[src/rtl/event_filter_pipe.sv]
`default_nettype none
// ============================================================================
// Module   : event_filter_pipe
// Brief    : Address-event filter (polarity, ROI, refractory gap) feeding a
//            small output FIFO, with saturating pass/drop statistics.
// Revision : 1.0 - initial release
// ============================================================================
module event_filter_pipe #(
    parameter int XW    = 8,
    parameter int YW    = 8,
    parameter int TW    = 8,
    parameter int DEPTH = 4,
    parameter int CNTW  = 16
) (
    input  logic            clk,
    input  logic            rst_n,
    input  logic            in_valid,
    output logic            in_ready,
    input  logic [XW-1:0]   x,
    input  logic [YW-1:0]   y,
    input  logic [TW-1:0]   t,
    input  logic            p,
    input  logic [1:0]      cfg_pol_mode,
    input  logic            roi_en,
    input  logic [XW-1:0]   roi_x_min,
    input  logic [XW-1:0]   roi_x_max,
    input  logic [YW-1:0]   roi_y_min,
    input  logic [YW-1:0]   roi_y_max,
    input  logic [TW-1:0]   refr,
    input  logic            cnt_clr,
    output logic            out_valid,
    input  logic            out_ready,
    output logic [XW-1:0]   x_out,
    output logic [YW-1:0]   y_out,
    output logic [TW-1:0]   t_out,
    output logic            p_out,
    output logic [CNTW-1:0] pass_cnt,
    output logic [CNTW-1:0] drop_cnt
);

    localparam int            AW      = (DEPTH > 1) ? $clog2(DEPTH) : 1;
    localparam int            EW      = XW + YW + TW + 1;
    localparam logic [AW:0]   DEPTH_C = (AW+1)'(DEPTH);
    localparam logic [CNTW-1:0] CNT_MAX = {CNTW{1'b1}};

    logic [EW-1:0]   mem_q [DEPTH];
    logic [AW-1:0]   wr_ptr_q, wr_ptr_d;
    logic [AW-1:0]   rd_ptr_q, rd_ptr_d;
    logic [AW:0]     count_q, count_d;
    logic [TW-1:0]   t_last_q, t_last_d;
    logic            have_last_q, have_last_d;
    logic [CNTW-1:0] pass_cnt_q, pass_cnt_d;
    logic [CNTW-1:0] drop_cnt_q, drop_cnt_d;

    logic            accept;
    logic            push;
    logic            pop;
    logic            pol_ok;
    logic            roi_ok;
    logic            refr_ok;
    logic            pass_evt;
    logic [TW-1:0]   t_delta;
    logic [EW-1:0]   head;

    // in_ready depends on registered occupancy only, never on out_ready
    assign in_ready  = (count_q < DEPTH_C);
    assign out_valid = (count_q != '0);
    assign accept    = in_valid & in_ready;
    assign pop       = out_valid & out_ready;
    assign head      = mem_q[rd_ptr_q];

    always_comb begin
        pol_ok = 1'b0;
        case (cfg_pol_mode)
            2'b00:   pol_ok = 1'b1;
            2'b01:   pol_ok = p;
            2'b10:   pol_ok = ~p;
            default: pol_ok = 1'b0;
        endcase

        roi_ok = ~roi_en |
                 ((x >= roi_x_min) & (x <= roi_x_max) &
                  (y >= roi_y_min) & (y <= roi_y_max));

        // Modular subtraction absorbs timestamp wrap
        t_delta  = t - t_last_q;
        refr_ok  = (refr == '0) | ~have_last_q | (t_delta >= refr);
        pass_evt = pol_ok & roi_ok & refr_ok;
        push     = accept & pass_evt;

        wr_ptr_d    = wr_ptr_q;
        rd_ptr_d    = rd_ptr_q;
        count_d     = count_q;
        t_last_d    = t_last_q;
        have_last_d = have_last_q;
        pass_cnt_d  = pass_cnt_q;
        drop_cnt_d  = drop_cnt_q;

        if (push) begin
            wr_ptr_d    = wr_ptr_q + AW'(1);
            t_last_d    = t;
            have_last_d = 1'b1;
            if (pass_cnt_q != CNT_MAX) begin
                pass_cnt_d = pass_cnt_q + CNTW'(1);
            end
        end
        if (accept && !pass_evt && (drop_cnt_q != CNT_MAX)) begin
            drop_cnt_d = drop_cnt_q + CNTW'(1);
        end
        if (pop) begin
            rd_ptr_d = rd_ptr_q + AW'(1);
        end
        if (push && !pop) begin
            count_d = count_q + (AW+1)'(1);
        end else if (pop && !push) begin
            count_d = count_q - (AW+1)'(1);
        end

        if (cnt_clr) begin
            pass_cnt_d = '0;
            drop_cnt_d = '0;
        end
    end

    always_ff @(posedge clk or negedge rst_n) begin
        if (!rst_n) begin
            wr_ptr_q    <= '0;
            rd_ptr_q    <= '0;
            count_q     <= '0;
            t_last_q    <= '0;
            have_last_q <= 1'b0;
            pass_cnt_q  <= '0;
            drop_cnt_q  <= '0;
        end else begin
            wr_ptr_q    <= wr_ptr_d;
            rd_ptr_q    <= rd_ptr_d;
            count_q     <= count_d;
            t_last_q    <= t_last_d;
            have_last_q <= have_last_d;
            pass_cnt_q  <= pass_cnt_d;
            drop_cnt_q  <= drop_cnt_d;
        end
    end

    // Storage needs no reset: outputs are masked while the FIFO is empty
    always_ff @(posedge clk) begin
        if (push) begin
            mem_q[wr_ptr_q] <= {x, y, t, p};
        end
    end

    assign x_out    = out_valid ? head[EW-1 -: XW]      : '0;
    assign y_out    = out_valid ? head[TW+YW : TW+1]    : '0;
    assign t_out    = out_valid ? head[TW : 1]          : '0;
    assign p_out    = out_valid ? head[0]               : 1'b0;
    assign pass_cnt = pass_cnt_q;
    assign drop_cnt = drop_cnt_q;

endmodule
`default_nettype wire
[config.mk]
export PLATFORM = sky130hd
export DESIGN_NAME = event_filter_pipe
export DESIGN_NICKNAME = d
export VERILOG_FILES = /design/src/rtl/event_filter_pipe.sv
export SDC_FILE = /design/constraint.sdc
export NUM_CORES = 1
export LEC_CHECK = 0
export CAP_MARGIN = 20
export CORE_MARGIN = 2
export CORE_UTILIZATION = 48
export CTS_CLUSTER_SIZE = 8
export DETAILED_ROUTE_END_ITERATION = 12
export PLACE_DENSITY_LB_ADDON = 0.1
export SETUP_SLACK_MARGIN = 0.15
export SLEW_MARGIN = 5
export SYNTH_ARGS = -nofsm -noshare
export SYNTH_HDL_FRONTEND = slang
export SYNTH_SLANG_ARGS = --single-unit
[constraint.sdc]
create_clock -name clk -period 4.3 [get_ports clk]
set_clock_uncertainty 0.15 [all_clocks]
set_input_delay 0.645 -clock clk [delete_from_list [all_inputs] [get_ports clk]]
set_output_delay 0.645 -clock clk [all_outputs]
set_load 0.005 [all_outputs]
==> impl_metrics.toml <==
[final_layout]
seq_area_mm2 = 0.004205
multiInputGateArea_mm2 = 0.003189
antennaDiodeCount = 0
final.fill_count = 1188
final_net_count = 881
finalNonFillerCells = 981
final_layout_size_suffix_gt1_share_pct = 18.95
final_common_cell = "clkdlybuf4s50_1"
stdcell_area_mm2 = 0.01017
mostFrequentLayoutCells = "clkdlybuf4s50_1, edfxtp_1, inv_1, ha_1, dfrtp_1"
areaGrowthSynthToFinish_pct = 33.19

[clock_network]
cts.path.max_buffers = 2
cts_hold_repair.buffers = 0
cts_root_buf = "clkbuf_16"
clk_pin_slew_ps = 60
h-tree-depth = 4
cts_buffers = 17
clk_latency_ps = 410
clock-sinks = 148
cts_tree = "done"

[floorplan]
start_util_pct = 48.58
core-area_mm2 = 0.01571
rows = 46
die_h_um = 130.1
dieArea_mm2 = 0.01693
ios = 132
die_x_um = 130.1

[yosys]
netlist.area_leader.share_pct = 39.34
yosys.area_share.simple_pct = 11.95
async_flop_share_pct = 32.43
netlist_instances = 583
avgSynthCellArea_um2 = 13.09
synth_fa_ha_area_share_pct = 9.376
synth_xor_area_share_pct = 2.180
ys.flop_type = "edfxtp_1"
yosysWarningCount = 0
synth_area_leaders = "edfxtp_1, dfrtp_1, ha_1"
syn-num-nets = 712
synth-edff-count = 100
synth-seq-cells = 148
synth_compound_area_share_pct = 7.720
synth_top_area_cell = "edfxtp_1"
synth.distinct_cells = 61
muxShareOfSynthArea_pct = 9.539
syn_area_mm2 = 0.007634
ys_seq_area_share_pct = 55.07
synth_top_family_by_area = "simple AND/OR/NAND/NOR gates"

[worst_setup_path]
regToRegStartpoint = "t_last_q[1]$_DFFE_PN0P_"
required_ps = 4450
reg2reg_slack_ps = 360
rr_worst_depth = 17
worstSetupPathType = "primary input to register"
timing.rr.end = "count_q[1]$_DFFE_PN0P_"
endpoint_kind = "register"
endpoint = "count_q[1]$_DFFE_PN0P_"
critPathLaunch = "t[1]"
cp-start-kind = "primary input"
arrival_ps = 4320
cp_max_fo = 2

[drt]
via_count = 5168
routed_wl_um = 16930
firstDrtPassIters = 4
drtIter0Drc = 341
viasPerCell = 5.268
wl_per_cell_um = 17.26
ant_nets = 0
drcViolationCount = 0

[timing]
rsz0062_at_grt = "true"
tightest_slew_ps = 1055
fin_ws_ps = 128.7
setup_tns_ps = 0
finalSetupViolations = 0
fin_crit_ps = 4171
max_freq_mhz = 239.7
finalCritPeriodShare_pct = 97.01
finalHoldViolCount = 0
maxSlewHeadroom_pct = 29.42
slew_violations = 0

[placed_design]
hpwl_um = 11930
portBuffers = 131
place_ws_ps = -322.5
numPlacedInstances = 944
gp_congestion = 0.8394
placed_cell_area_mm2 = 0.009470

[grt]
antenna_found_initial = 0
grt_first_pass_wirelength_um = 27480
grt_overflow = 0
grt_usage_pct = 21.31
grt_max_degree = 30
grt_pass1_vias = 5464

[power]
total_power_w = 0.005120
p_leak_nw = 3.972
ir_drop_mv = 0.2690
p_per_area_mw_per_mm2 = 503.6

[hold_path]
hold_path.class = "primary input to asynchronous set/reset pin"

[outcome]
status = "complete, no violations"

[run]
maxCapViolCount = 0
[flip-flops by register name, summed over array words and instances (netlist names)]
name	cells
mem_q	100
drop_cnt	16
pass_cnt	16
t_last_q	8
count_q	3
rd_ptr_q	2
wr_ptr_q	2
have_last_q	1
[cells by family after synthesis]
group | after synthesis
adder cells (fa/ha/maj) | 56
XOR/XNOR | 19
flip-flops | 148
AO/OA/AOI/OAI | 89
multiplexers | 39
buffers and inverters | 79
AND/OR/NAND/NOR | 153
[how the worst min path moves through the flow]
stage                                  from                      end  slack (ps)  cells past startpoint
CTS                                   rst_n  pass_cnt[5]$_DFFE_PN0P_          90                      1
finish                                rst_n  pass_cnt[5]$_DFFE_PN0P_          90                      1
detailed placement  have_last_q$_DFFE_PN0P_  have_last_q$_DFFE_PN0P_         330                      1
floorplan                             rst_n   count_q[0]$_DFFE_PN0P_         200                      0
global placement    have_last_q$_DFFE_PN0P_  have_last_q$_DFFE_PN0P_         310                      1
global route                          rst_n  pass_cnt[5]$_DFFE_PN0P_         110                      1
[timing repair]
action | 4_1_cts | 5_1_grt
endpoints found under the hold margin | 0 | 0
setup endpoints to repair | 1 | 115
pin swaps | 2 | 16
buffers inserted | 1 | 3
cloned | 0 | 1
resized for setup | 3 | 11
[metal layers]
layer,vias up,global-route usage (%),wire [µm]
met5,-,0,0
met4,0,7.400,201
met3,16,4.387,794
met2,122,35.85,8602
met1,2558,27.71,7336
li1,2472,-,-
[synthesized netlist by cell type (3+ instances only)]
cell type,instances
ha_1,54
a211oi_1,4
o21ai_0,20
and3_4,5
nand2b_1,5
xnor2_1,15
clkbuf_1,10
mux2_2,6
a21oi_1,32
nor2_1,23
or3_1,11
mux2_4,3
inv_1,60
and3_1,4
mux2i_1,3
nand2_1,27
and2_1,31
nor2b_1,9
dfrtp_1,48
buf_2,5
mux4_2,25
xor2_1,4
a21o_1,7
nand3_1,10
edfxtp_1,100
nand4_1,8
and4_1,3
o21ai_1,4
[worst max-delay path: stages]
cell             delay, ps
clkdlybuf4s50_1        430
ha_1                   290
a21o_1                 190
a21oi_2                160
o21bai_1               110
a21oi_2                220
o21ai_2                100
xnor2_1                140
ha_1                   340
a221oi_2               320
o21ai_2                100
o21a_4                 200
and3_4                 190
ha_4                   160
inv_2                   50
fa_2                   410
mux2_2                 270
[through the flow]
| stage | hold slack, ps | utilization [%] |
|---|---|---|
| after floorplan | 199.4 | - |
| after global placement | 313.8 | 60.27 |
| after detailed placement | 325.7 | 60.27 |
| after CTS | 92.62 | 64.22 |
| after global routing | 114.2 | 64.71 |
| final | 89.85 | 64.71 |
[power by group]
group,switching (W),internal (W)
Clock,0.000584,0.000915
Combinational,0.000771,0.00106
Sequential,0.000143,0.00164
[cell type report]
cell class / count / share of cell area [%]
Multi-Input combinational cell: 357 / 31.37
Clock inverter: 15 / 1.747
Clock buffer: 17 / 4.184
Timing Repair Buffer: 168 / 16.47
Sequential cell: 148 / 41.36
Inverter: 60 / 2.215
Tap cell: 216 / 2.658
Power figures use the tool's default switching activity.
==> RTL edit, RTL diff (same flow settings) <==
Set the parameter `DEPTH` to 8 (it was 4).
--- a/src/rtl/event_filter_pipe.sv
+++ b/src/rtl/event_filter_pipe.sv
@@ -10,5 +10,5 @@
     parameter int YW    = 8,
     parameter int TW    = 8,
-    parameter int DEPTH = 4,
+    parameter int DEPTH = 8,
     parameter int CNTW  = 16
 ) (
Check against the original RTL: not equivalent (Yosys sat finds a counterexample within 10 cycles, from zero or initial values and one cycle with rst_n low).
==> RTL edit against the unedited design <==
- synthesized area grew 52%
- setup slack lost 0.032 ns
- via count grew 42%
- final area grew 54%
- die area grew 50%
- wire length grew 64%
- register-to-register slack lost 0.26 ns
- sequential cell count grew 103
- power grew 65%
- first-iteration DRC count grew 31%
- critical path type is now flip-flop to flip-flop
- critical endpoint is now count_q[3]
==> RTL edit: results (changes against the unedited design) <==
n_fill_cell: 1663  # was 1188
path_clk_slew_ns: 0.05
reg2reg_to: "count_q[3]"  # was count_q[1]
stdcell_count: 1318  # was 981
yosysWarnings: 0  # unchanged
async_reset_ff_frac: 0.2032  # was 0.3243
yosys-top-cells-area: "edfxtp_1 (52%), dfrtp_1 (11%), mux4_2 (9.7%)"  # was edfxtp_1 (39%), dfrtp_1 (16%), ha_1 (8.9%)
critical_path.max_stage_delay_ns: 0.38  # was 0.43 ns
synth_common_cells: "edfxtp_1 (200), inv_1 (59), ha_1 (54)"  # was edfxtp_1 (100), inv_1 (60), ha_1 (54)
fin_crit_sh: 0.9776  # was 0.9701
cp-startpoint: "t_last_q[1]"  # was t[1]
place_congestion: 0.8825  # was 0.8394
cts_inserted_buffers: 37  # was 17
slew_headroom: 0.3575  # was 0.2942
cts_buffer_depth: 3  # was 2
drt_wl_total_um: 27820  # was 16930 um
cts_max_level: 2  # was 4
p_leak_nw: 5.859  # was 3.972 nW
pre_cts_ws_ns: -0.8648  # was -0.3225 ns
r2r_cells: 24  # was 17
post-place-cells: 1238  # was 944
seq_area_frac_synth: 0.6295  # was 0.5507
synthCells: 754  # was 583
top_register: "mem_q"  # unchanged
drive_gt1_frac: 0.2643  # was 0.1895
synth.distinct_cells: 54  # was 61
dp_hpwl_um: 17210  # was 11930 um
drt-initial-drc-count: 446  # was 341
grt_usage: 0.2075  # was 0.2131
cpMaxStageDelayCell: "dfrtp_1"  # was clkdlybuf4s50_1
synth_edf_count: 200  # was 100
ir_drop_uv: 321.0  # was 269.0 uV
cp_max_fo: 3  # was 2
grt_max_degree: 41  # was 30
num_vias: 7329  # was 5168
reg2reg_slack_ns: 0.1  # was 0.36 ns
first_global_vias: 7662  # was 5464
synthesis.nets: 883  # was 712
swShare: 0.2837  # was 0.2923
worst_skew_pair.late_latency_ns: 0.51  # was 0.41 ns
holdWs_ns: 0.09940  # was 0.08985 ns
largest_reg_flops: 200  # was 100
endpoint: "count_q[3]"  # was count_q[1]
status: "finished, final reports clean"  # unchanged
cp_data_arrival_time_ns: 4.44  # was 4.32 ns
==> RTL edit: power by group through the flow <==
stage | Combinational [mW] | Sequential (mW) | Clock, mW
4_1_cts | 2.60 | 3.12 | 2.69
3_3_place_gp | 2.47 | 3.15 | 0
3_5_place_dp | 2.54 | 3.16 | 0
5_1_grt | 2.91 | 3.16 | 2.79
6_report | 2.67 | 3.12 | 2.65
2_1_floorplan | 1.70 | 2.88 | 0
==> RTL edit: metal layers <==
layer | up-vias | GRT usage | routed length (um)
met1 | 3758 | 0.2619 | 11550
met4 | 0 | 0.06240 | 343
li1 | 3368 | - | -
met5 | - | 0 | 0
met3 | 26 | 0.03334 | 1126
met2 | 177 | 0.3704 | 14790
==> RTL edit: timing repair <==
action	in CTS	in global routing
setup buffers	6	8
gates resized for setup	20	63
setup endpoints to repair	219	168
pin swaps	24	24
gates cloned	0	15
==> RTL edit: kinds of logic after synthesis <==
group	share of synthesized area
buffers and inverters	0.03007
AND/OR/NAND/NOR	0.07301
multiplexers	0.1335
AO/OA/AOI/OAI	0.05548
flip-flops	0.6295
XOR/XNOR	0.01666
adder cells (fa/ha/maj)	0.06186
==> RTL edit: worst min-delay path by stage <==
stage	startpoint	cells after the start	endpoint
after floorplan	rst_n	0	count_q[0]
after global placement	have_last_q	1	have_last_q
after detailed placement	have_last_q	1	have_last_q
final	rst_n	1	drop_cnt[14]
after global routing	rst_n	1	drop_cnt[8]
after CTS	rst_n	1	pass_cnt[13]
==> RTL edit: final cells by class <==
| type | instances | area [um2] | area share |
|---|---|---|---|
| Timing Repair Buffer | 226 | 2446 | 0.1564 |
| Multi-Input combinational cell | 413 | 4220 | 0.2698 |
| Tap cell | 319 | 399.1 | 0.02552 |
| Inverter | 59 | 239.0 | 0.01528 |
| Clock buffer | 48 | 1010 | 0.06455 |
| Clock inverter | 2 | 38.79 | 0.002480 |
| Sequential cell | 251 | 7288 | 0.4660 |
==> RTL edit: critical path, delay by kind of cell, from the launching register on <==
family / cells / cell delay (ns)
compound gates: 9 / 1.47
simple gates: 4 / 0.54
buf+inv: 4 / 0.34
xor+xnor: 3 / 0.31
flops: 1 / 0.38
fa+ha+maj: 4 / 0.89
==> RTL edit: through the flow <==
step                      instance area [um2]  TNS (ns)  utilization  total power [mW]
after floorplan                         11730    -82.25            -             4.575
after global placement                  13900   -106.74       0.5902             5.614
after detailed placement                13900   -126.97       0.5902             5.697
after CTS                               15040         0       0.6389             8.412
after global routing                    15640   -0.9168       0.6644             8.859
final                                   15640         0       0.6644             8.440
